--- config.mk ---
export PLATFORM = sky130hd
export DESIGN_NAME = serial_subtractor_flat
export DESIGN_NICKNAME = d
export VERILOG_FILES = /design/src/rtl/serial_subtractor_pkg.sv /design/src/rtl/serial_subtractor_if.sv /design/src/rtl/_and2.sv /design/src/rtl/_inv.sv /design/src/rtl/_or2.sv /design/src/rtl/_xor2.sv /design/src/rtl/serial_subtractor_fs1.sv /design/src/rtl/serial_subtractor.sv /design/src/flat_wrapper.sv
export SDC_FILE = /design/constraint.sdc
export NUM_CORES = 1
export LEC_CHECK = 0
export CAP_MARGIN = 15
export CORE_UTILIZATION = 36
export DETAILED_ROUTE_END_ITERATION = 16
export GPL_TIMING_DRIVEN = 0
export SKIP_CTS_REPAIR_TIMING = 1
export SLEW_MARGIN = 10
export SYNTH_ARGS = -nofsm -noshare
export SYNTH_HDL_FRONTEND = slang
export SYNTH_HIERARCHICAL = 1
export SYNTH_SLANG_ARGS = --single-unit
--- constraint.sdc ---
create_clock -name clk -period 1.7 [get_ports clk]
set_clock_uncertainty 0.05 [all_clocks]
set_input_delay 0.255 -clock clk [delete_from_list [all_inputs] [get_ports clk]]
set_output_delay 0.255 -clock clk [all_outputs]
set_load 0.05 [all_outputs]
--- src/rtl/serial_subtractor_pkg.sv ---
// rtl/serial_subtractor_pkg.sv - shared state encoding for the bit-serial subtractor
// Contents: state_t FSM encoding (IDLE/RUN/DONE).
package serial_subtractor_pkg;

  typedef enum logic [1:0] {
    ST_IDLE = 2'b00,
    ST_RUN  = 2'b01,
    ST_DONE = 2'b10
  } state_t;

endpackage

--- src/rtl/serial_subtractor_if.sv ---
// rtl/serial_subtractor_if.sv - start/busy/done handshake and operand/result bundle
// Signals: start, a, b (toward the subtractor); busy, done, d, borrow_out (from it).
// Optional: ovf when SERIAL_SUBTRACTOR_OVF_EN is defined.
// Modports: master (controller side), slave (subtractor side).
interface serial_subtractor_if #(
  parameter int WIDTH = 8
);

  logic             start;
  logic [WIDTH-1:0] a;
  logic [WIDTH-1:0] b;
  logic             busy;
  logic             done;
  logic [WIDTH-1:0] d;
  logic             borrow_out;
`ifdef SERIAL_SUBTRACTOR_OVF_EN
  logic             ovf;
`endif

  modport master (
    output start, a, b,
    input  busy, done, d, borrow_out
`ifdef SERIAL_SUBTRACTOR_OVF_EN
    , input ovf
`endif
  );

  modport slave (
    input  start, a, b,
    output busy, done, d, borrow_out
`ifdef SERIAL_SUBTRACTOR_OVF_EN
    , output ovf
`endif
  );

endinterface

--- src/rtl/_and2.sv ---
// rtl/_and2.sv - two-input AND gate primitive
// Ports: a, b (in), y (out) = a & b.
module _and2 (
  input  logic a,
  input  logic b,
  output logic y
);
  assign y = a & b;
endmodule

--- src/rtl/_inv.sv ---
// rtl/_inv.sv - inverter gate primitive
// Ports: a (in), y (out) = ~a.
module _inv (
  input  logic a,
  output logic y
);
  assign y = ~a;
endmodule

--- src/rtl/_or2.sv ---
// rtl/_or2.sv - two-input OR gate primitive
// Ports: a, b (in), y (out) = a | b.
module _or2 (
  input  logic a,
  input  logic b,
  output logic y
);
  assign y = a | b;
endmodule

--- src/rtl/_xor2.sv ---
// rtl/_xor2.sv - two-input XOR gate primitive
// Ports: a, b (in), y (out) = a ^ b.
module _xor2 (
  input  logic a,
  input  logic b,
  output logic y
);
  assign y = a ^ b;
endmodule

--- src/rtl/serial_subtractor_fs1.sv ---
// rtl/serial_subtractor_fs1.sv - one-bit full subtractor built from gate primitives
// Ports: a (minuend bit), b (subtrahend bit), bin (borrow in) -> diff, bout (borrow out).
// diff = a ^ b ^ bin ; bout = (~a & b) | (~(a ^ b) & bin)
module serial_subtractor_fs1 (
  input  logic a,
  input  logic b,
  input  logic bin,
  output logic diff,
  output logic bout
);

  logic axb;
  logic na;
  logic naxb;
  logic t_ab;
  logic t_bin;

  _xor2 u_xor_ab   (.a(a),     .b(b),     .y(axb));
  _xor2 u_xor_diff (.a(axb),   .b(bin),   .y(diff));
  _inv  u_inv_a    (.a(a),                .y(na));
  _inv  u_inv_axb  (.a(axb),              .y(naxb));
  _and2 u_and_ab   (.a(na),    .b(b),     .y(t_ab));
  _and2 u_and_bin  (.a(naxb),  .b(bin),   .y(t_bin));
  _or2  u_or_bout  (.a(t_ab),  .b(t_bin), .y(bout));

endmodule

--- src/rtl/serial_subtractor.sv ---
// rtl/serial_subtractor.sv - bit-serial WIDTH-bit subtractor d = a - b, LSB first
// Ports: clk, reset (sync, active-high), bus (serial_subtractor_if.slave:
//   start/a/b in; busy/done/d/borrow_out out).
// Optional: SERIAL_SUBTRACTOR_OVF_EN adds bus.ovf (signed overflow, valid with done).
module serial_subtractor
  import serial_subtractor_pkg::*;
#(
  parameter int WIDTH = 8
) (
  input  logic                   clk,
  input  logic                   reset,
  serial_subtractor_if.slave     bus
);

  localparam int CW = $clog2(WIDTH + 1);

  state_t           state;
  state_t           state_nxt;
  logic             accept;
  logic             busy_c;
  logic             done_c;
  logic             last;

  logic [WIDTH-1:0] a_sh;
  logic [WIDTH-1:0] b_sh;
  logic [WIDTH-1:0] d_r;
  logic             borrow;
  logic             borrow_out_r;
  logic [CW-1:0]    cnt;
  logic             diff;
  logic             bout;

  serial_subtractor_fs1 u_fs1 (
    .a    (a_sh[0]),
    .b    (b_sh[0]),
    .bin  (borrow),
    .diff (diff),
    .bout (bout)
  );

  // Bit WIDTH-1 is being processed this cycle.
  assign last = (cnt == CW'(WIDTH - 1));

  always_comb begin
    state_nxt = state;
    accept    = 1'b0;
    busy_c    = 1'b0;
    done_c    = 1'b0;
    case (state)
      ST_IDLE: begin
        if (bus.start) begin
          accept    = 1'b1;
          state_nxt = ST_RUN;
        end
      end
      ST_RUN: begin
        busy_c = 1'b1;
        if (last) state_nxt = ST_DONE;
      end
      ST_DONE: begin
        done_c = 1'b1;
        if (bus.start) begin
          accept    = 1'b1;
          state_nxt = ST_RUN;
        end else begin
          state_nxt = ST_IDLE;
        end
      end
      default: state_nxt = ST_IDLE;
    endcase
  end

  always_ff @(posedge clk) begin
    if (reset) state <= ST_IDLE;
    else       state <= state_nxt;
  end

  always_ff @(posedge clk) begin
    if (reset) begin
      a_sh         <= '0;
      b_sh         <= '0;
      d_r          <= '0;
      borrow       <= 1'b0;
      borrow_out_r <= 1'b0;
      cnt          <= '0;
    end else if (accept) begin
      a_sh         <= bus.a;
      b_sh         <= bus.b;
      d_r          <= '0;
      borrow       <= 1'b0;
      borrow_out_r <= 1'b0;
      cnt          <= '0;
    end else if (state == ST_RUN) begin
      a_sh   <= a_sh >> 1;
      b_sh   <= b_sh >> 1;
      // Result enters at the MSB so after WIDTH shifts bit 0 sits at d[0].
      d_r    <= {diff, d_r[WIDTH-1:1]};
      borrow <= bout;
      cnt    <= cnt + 1'b1;
      if (last) borrow_out_r <= bout;
    end
  end

`ifdef SERIAL_SUBTRACTOR_OVF_EN
  // Operand sign bits are kept from capture time since the shift registers
  // have shifted them down to bit 0 by the final cycle.
  logic a_msb;
  logic b_msb;
  logic ovf_r;

  always_ff @(posedge clk) begin
    if (reset) begin
      a_msb <= 1'b0;
      b_msb <= 1'b0;
      ovf_r <= 1'b0;
    end else if (accept) begin
      a_msb <= bus.a[WIDTH-1];
      b_msb <= bus.b[WIDTH-1];
      ovf_r <= 1'b0;
    end else if (state == ST_RUN && last) begin
      // diff on the final cycle is the result MSB.
      ovf_r <= (a_msb ^ b_msb) & (diff ^ a_msb);
    end
  end

  assign bus.ovf = ovf_r;
`endif

  assign bus.busy       = busy_c;
  assign bus.done       = done_c;
  assign bus.d          = d_r;
  assign bus.borrow_out = borrow_out_r;

endmodule

--- src/flat_wrapper.sv ---
// flat-port wrapper written by rule: the top's interface ports become plain ports
module serial_subtractor_flat import serial_subtractor_pkg::*;
#(
  parameter int WIDTH = 8
)
  (clk, reset, bus_start, bus_a, bus_b, bus_busy, bus_done, bus_d, bus_borrow_out);
  serial_subtractor_if #(.WIDTH(WIDTH)) bus_i ();
  input  logic clk;
  input  logic reset;
  input wire logic [$bits(bus_i.start)-1:0] bus_start;
  input wire logic [$bits(bus_i.a)-1:0] bus_a;
  input wire logic [$bits(bus_i.b)-1:0] bus_b;
  output wire logic [$bits(bus_i.busy)-1:0] bus_busy;
  output wire logic [$bits(bus_i.done)-1:0] bus_done;
  output wire logic [$bits(bus_i.d)-1:0] bus_d;
  output wire logic [$bits(bus_i.borrow_out)-1:0] bus_borrow_out;
  assign bus_i.start = bus_start;
  assign bus_i.a = bus_a;
  assign bus_i.b = bus_b;
  assign bus_busy = bus_i.busy;
  assign bus_done = bus_i.done;
  assign bus_d = bus_i.d;
  assign bus_borrow_out = bus_i.borrow_out;
  serial_subtractor #(.WIDTH(WIDTH)) u_core (.clk(clk), .reset(reset), .bus(bus_i));
endmodule
==> results of run 1 <==
-- sequential cells by signal, indices dropped and copies added (netlist names) --
signal and flops:
u_core/state 2, u_core/bus.d 8, u_core/cnt 4, u_core/b_sh 8, u_core/a_sh 8, u_core/borrow 1, u_core/bus.borrow_out 1
-- per-layer routing --
metal | up-vias | routed length (um) | part of all wire
met3 | 4 | 149 | 0.046
met4 | 0 | 21 | 0.0065
met5 | - | 0 | 0
met1 | 551 | 1539 | 0.48
met2 | 37 | 1504 | 0.47
li1 | 606 | - | -
-- final cells by class --
cell class	count	area (um2)
Multi-Input combinational cell	106	588.1
Buffer	13	112.6
Fill cell	337	1655
Sequential cell	32	640.6
Clock buffer	6	82.58
Inverter	4	15.01
Timing Repair Buffer	28	306.5
Clock inverter	2	10.01
Tap cell	46	57.56
-- cell usage after synthesis --
| master | count | area, um2 |
|---|---|---|
| mux2i_1 | 2 | 20.02 |
| dfxtp_1 | 32 | 640.6 |
| a31oi_1 | 3 | 18.77 |
| nand2b_2 | 1 | 8.760 |
| a22oi_1 | 2 | 15.01 |
| or3_1 | 1 | 6.260 |
| nand3b_1 | 2 | 15.01 |
| nand2_1 | 26 | 97.59 |
| o2111ai_2 | 1 | 15.01 |
| o21ai_0 | 4 | 20.02 |
| buf_4 | 3 | 22.52 |
| o22ai_1 | 9 | 56.30 |
| clkbuf_2 | 2 | 10.01 |
| nor2b_1 | 1 | 6.260 |
| buf_8 | 1 | 15.01 |
| buf_6 | 5 | 56.30 |
| buf_2 | 1 | 5.000 |
| a21oi_1 | 13 | 65.06 |
| clkinv_1 | 1 | 3.750 |
| clkbuf_1 | 1 | 3.750 |
| nor2_1 | 3 | 11.26 |
| o31ai_1 | 1 | 7.510 |
| nand2b_1 | 1 | 6.260 |
| xor2_1 | 3 | 26.28 |
| or2_1 | 1 | 6.260 |
| ha_1 | 1 | 12.51 |
| and2_1 | 2 | 12.51 |
| a21oi_2 | 1 | 8.760 |
| nand3_1 | 4 | 20.02 |
| nand2_4 | 1 | 11.26 |
| inv_1 | 2 | 7.510 |
| and2b_1 | 1 | 7.510 |
| nor3_1 | 21 | 105.1 |
| inv_2 | 1 | 3.750 |
| xnor2_1 | 1 | 8.760 |
-- power by group --
part           internal [mW]  switching (mW)
clock network          0.323           0.274
registers              0.791          0.0260
logic                  0.130           0.140
-- worst max-delay path by stage --
stage | startpoint | to
finish | u_core/state[1] | bus_busy
global route | u_core/state[1] | bus_busy
CTS | u_core/state[1] | bus_busy
detailed placement | u_core/state[1] | bus_busy
global placement | u_core/state[1] | bus_busy
floorplan | u_core/a_sh[0] | u_core/bus.borrow_out
-- per-stage QoR --
step	instances	hold slack, ps	util
after global routing	237	231.4	0.5227
final	237	228.9	0.5227
after detailed placement	229	407.8	0.4885
after global placement	229	396.1	0.4885
after floorplan	155	389.2	-
after CTS	237	231.7	0.5152
-- worst max-delay path, cell delays in order, from the launching register on --
cell and delay [ps]:
dfxtp_1 320, nand2b_2 200, inv_2 70, buf_6 140
buf_6 150, buf_6 160
-- cell families after synthesis --
family | synth area share
AND/OR/NAND/NOR | 0.2316
XOR/XNOR | 0.02583
buffers and inverters | 0.09408
adder cells (fa/ha/maj) | 0.009224
multiplexers | 0.01476
AO/OA/AOI/OAI | 0.1522
flip-flops | 0.4723
==> results.md, run 1 <==
- The count of H-tree levels built during CTS is 2.
- The routed wire length is roughly 3.2 mm.
- The estimated wirelength of the detail-placed design is 2.187 mm.
- The maximum clock path buffer count is 2.
- The worst setup slack after layout is 71.72 ps.
- At the worst endpoint, the arrival time is 1320 ps.
- The count of nets left with antenna violations once routing finished came out at 0.
- Entering global routing, the biggest net connects 11 pins.
- 0 antenna diodes ended up in the layout.
- Counting cells, the worst reg-to-reg path comes to 6.
- The flow ran to the end, and the final reports show no timing, DRC or antenna violations.
- Across every metal layer, demand over resource in global routing totals 0.1718.
- The first detailed-routing pass took 4 iterations.
- After the first detailed-routing iteration, the DRC count stood at 48.
- The analysis attributes to cell leakage a power of 0.8411 nW.
- The remaining design rule violation count is 0.
- The yosys synthesis warning count is 6.
- Clock-pin slew was measured on the worst setup and hold paths at roughly 60 ps.
- The capturing point of the worst reg2reg path is u_core/bus.borrow_out.
- The number of failing hold endpoints at the final stage is 0.
- The relative max-transition margin is 0.6603.
- For the pin with the worst max-slew slack, the measured transition is 508.7 ps.
- The most common cell after layout, fill and taps aside is dfxtp_1.
- Counting every sink on the clock net gives 32.
- The maximum fanout encountered on the critical timing path is 10.
- Leaving out fill and tap cells, the most frequent cells in the layout are dfxtp_1, nand2_1, nor3_1.
- The number of max-slew violations in the final report was 0.
- The horizontal die dimension is between 60 and 70 um.
- The slack of the worst reg-to-reg path is approximately 300 ps.
- The cell count after synthesis is 155.
- The die area is about 4000 um2.
- The post-synthesis average cell area is 8.750 um2.
- 30 I/O pins were placed.
- The via count of the routed design is 1,198.
- After global routing, the most crowded layer is met2.
- After routing the design area is ~1800 um2.
- The sequential cell area fraction in the yosys report is 0.4723.
- In this run the cell area of the synthesized design comes to approximately 1400 um2.
- The shortest period the worst path allows is 1628 ps.
- The instance area after placement is 1694 um2.
- The count of input and output buffers is 28.
- The detailed-route vias per instance is 5.055.
- Row generation in the floorplan step produced 21 rows.
- The startpoint identified for the worst hold timing path is reset.
- The class of the tightest hold or removal check is input port to flip-flop.
- The number of distinct library cell variants in the gate-level netlist after synthesis is 35.
- Setup violations remaining at the end of the flow were counted as 0.
- The standard cell core area is 3468 um2.
- The met1 track demand over resource in global routing is 0.2219.
- The worst supply voltage drop on vdd is roughly 540 uV.
- The worst register-to-register path begins at u_core/b_sh[0].
- At the end of routability-driven placement, the weighted congestion stood at 0.7411.
- The initial antenna violation count is 0.
- The max-cap violation count is 0.
- In this run, CTS created clock tree buffers numbering 5.
- Data on the critical path is required at its endpoint by between 1000 and 1500 ps.
- The CTS tree is done.
- The first global-routing pass estimated 5.326 mm of wire.
- Dividing the final minimum period by the clock period gives 0.9578.
- Synthesis inferred 32 register bits.
- Based on the critical path, the design can be clocked at up to 614.1 MHz.
- Dividing the detail-routed wire length by the instance count gives 13.56 um.
- The critical path in this run is classified as flip-flop to primary output.
- The clock insertion delay at the later pin of the skew report is 280 ps.
- For met2 alone, demand over resource in global routing was 0.2686.
- The worst hold path depth is 2.
- The initial core utilization is 0.3911.
- Setup repair after global routing left no endpoint under its margin.
- The root buffer cell is clkbuf_8.
- STA classifies the critical path startpoint as a flip-flop.
- Dividing total power by cell area gives a power density of between 900 and 1000 nW/um2.
- The fraction of final layout cells with drive strength greater than 1 is 0.1361.
- The sum of internal, switching and leakage power is 1.683 mW.
- The die is 63.38 um tall.
- STA classifies the critical path endpoint as a primary output.
- The hold-critical path endpoint is u_core/state[1].
- The via count of the first global-routing pass was 1,146.
- For met3 alone, demand over resource in global routing was 0.04710.
- The total number of nets in the final design is 210.
- The total negative slack for setup checks is 0 ps.
- The area added between synthesis and finish is 33.67%.
- The leftover overflow at the end of global routing is 0.
- The synthesized netlist net count is 175.
- Timing analysis after detailed placement gives a worst setup slack of -266.0 ps.
No activity file was read; power rests on OpenSTA's default activity.
==> run 2, diff against run 1 <==
DONT_BUFFER_PORTS = 1   (was not set)
==> run 2 against run 1 <==
Compared with the run above: wire length down 9.6%; non-clock buffer count decreased by 28; cell count fell by 12%; sequential power rose by 0.5%; via count down 7.8%; core utilization fell by 9.3 points.
==> results.md, run 2 (synthesis gave the netlist of run 1 again) <==
- The run finished with clean final reports.
- The final count of negative-setup-slack endpoints is 0.
- The total number of nets in the final design is around 180.
- The critical path arrival is ~1200 ps.
- The relative max-transition margin is 0.6388.
- The standard cell core area is 3468 um2.
- At the worst endpoint, the required time is 1390 ps.
- The initial utilization of the core area, before any placement, comes to 0.3911.
- For this run, the detailed router's first-pass iteration total came to 4.
- The number of clock buffers inserted by TritonCTS is 5.
- The final antenna-violating net count is 0.
- Measured on the finished design, the core utilization comes to 0.4300.
- At the later pin of the worst-skew pair, clock insertion delay measures 280 ps.
- Summing over every cut layer, the via total after detailed routing is 1,104.
- The via count of the first global-routing pass is approximately 1,100.
- In the final routed layout, each cell accounts on average for 13.98 um.
- Of the total power, the share spent switching nets is 0.2594.
- The leftover overflow at the end of global routing is 0.
- The routed wire length is 2.907 mm.
- The pin count of the biggest net entering global routing is 11.
- In this run the worst setup path begins at u_core/state[1].
- The library cell used most frequently in the layout, excluding fill and tap cells, is dfxtp_1.
- At the end of routability-driven placement, the weighted congestion stood at 0.7676.
- Along the worst path, the maximum fanout reaches 10.
- The slack of the worst reg-to-reg path is ~370 ps.
- The share of total power in combinational logic is 0.139.
- The pin slew with the least headroom to its limit is 541.0 ps.
- In this run the worst hold path is classified as input port to flip-flop.
- The type of element capturing the critical path is a primary output.
- The number of cells on the worst reg-to-reg path is 6.
- The root buffer cell is clkbuf_8.
- The count of input and output buffers is 0.
- For this design the top-level I/O count stands at 30.
- The initial antenna violation count is 0.
- The horizontal die dimension is around 63 um.
- The number of antenna diodes in the final layout is 0.
- The total net switching power is slightly above 0.4 mW.
- The worst supply voltage drop on vdd is 556.5 uV.
- TritonCTS built the clock tree.
- After routing, the total negative slack on setup checks comes to 0 ps.
- The most critical setup path has its endpoint at bus_busy.
- In the final layout, the share of cells above drive strength 1 is 0.1420.
- The tree built by TritonCTS fans out to 32 sinks.
- For this block, the initial DRC count from the detailed router was 38.
- The remaining design rule violation count is 0.
- The library cells used most frequently in the layout, excluding fill and tap cells, are dfxtp_1, nand2_1, nor3_1.
- The estimated wirelength of the detail-placed design is 2.085 mm.
- The max-cap violation count is 0.
- Setup repair after global routing left no endpoint under its margin.
- The floorplan has 21 rows.
- Of the total power, the clock network draws 0.337.
- The internal portion of the total power is approximately 1.2 mW.
- The capturing point of the worst reg2reg path is u_core/bus.borrow_out.
- The number of max-slew violations in the final report is 0.
- The die is about 63 um tall.
- The CTS clock-pin slew for the worst setup and hold paths is ~70 ps.
- The worst setup path is of the flip-flop to primary output kind.
- The share of total power in sequential cells is 0.524.
- After layout, the minimum clock period comes to 1511 ps.
- The detailed-route vias per instance is 5.308.
- For this run, the total global-route usage over all layers was measured as 0.1627.
- The total power per unit cell area is 1050 nW/um2.
- The source of the worst register-to-register timing path is u_core/b_sh[0].
- The number of failing hold endpoints at the final stage is 0.
- The startpoint class of the critical path is a flip-flop.
- The die area is between 4000 and 5000 um2.
- Compared with the post-synthesis result, the final layout area differs by 9.963%.
- The maximum clock path buffer count is 2.
- The total leakage power is ~0.54 nW.
- Timing would allow up to 661.7 MHz.
- The first global-routing pass estimated 5.030 mm of wire.
- The final worst-path cycle share is 0.8890.
- The H-tree was split into 2 levels.
run 2: routing by layer:
metal,global-route usage,part of all wire,vias up
met2,0.2473,0.47,27
met3,0.06703,0.061,0
met5,0,0,-
met1,0.2074,0.47,528
met4,0.05114,0,0
li1,-,-,549
run 2: cell type report:
cell class | count | area (um2)
inverter | 4 | 15.01
tap | 46 | 57.56
fill | 367 | 1977
sequential | 32 | 640.6
clock buffer | 6 | 72.57
buffer | 13 | 112.6
multi-input combinational | 106 | 588.1
clock inverter | 1 | 5.005
run 2: worst min path at each step:
stage,slack (ps),depth (start not counted),endpoint,from
2_1_floorplan,390,2,u_core/a_sh[0],bus_a[0]
3_3_place_gp,400,2,u_core/a_sh[5],bus_a[5]
3_5_place_dp,400,2,u_core/a_sh[5],bus_a[5]
4_1_cts,110,2,u_core/a_sh[5],bus_a[5]
5_1_grt,110,2,u_core/a_sh[5],bus_a[5]
6_report,120,2,u_core/a_sh[5],bus_a[5]
run 2: critical path, cell delays in order (launching register included):
cell and delay (ps):
dfxtp_1 310, nand2b_2 200, inv_2 70, buf_6 130
buf_6 210
run 2: per-stage QoR:
| stage | power (mW) | std cells | hold slack, ps | setup WS (ps) | cell area, um2 |
|---|---|---|---|---|---|
| after floorplan | 1.011 | 155 | 389.2 | 457.5 | 1356 |
| after global placement | 1.050 | 201 | 395.7 | 382.5 | 1414 |
| after detailed placement | 1.056 | 201 | 404.7 | 383.4 | 1414 |
| after CTS | 1.597 | 208 | 106.9 | 164.5 | 1491 |
| after global routing | 1.668 | 208 | 113.6 | 113.6 | 1491 |
| final | 1.567 | 208 | 116.5 | 188.7 | 1491 |
run 2: power by group through the flow:
stage / Clock [mW] / Combinational (mW) / Sequential [mW]
floorplan: 0 / 0.181 / 0.831
global placement: 0 / 0.214 / 0.836
detailed placement: 0 / 0.218 / 0.837
CTS: 0.556 / 0.220 / 0.820
global route: 0.600 / 0.244 / 0.825
finish: 0.528 / 0.218 / 0.821
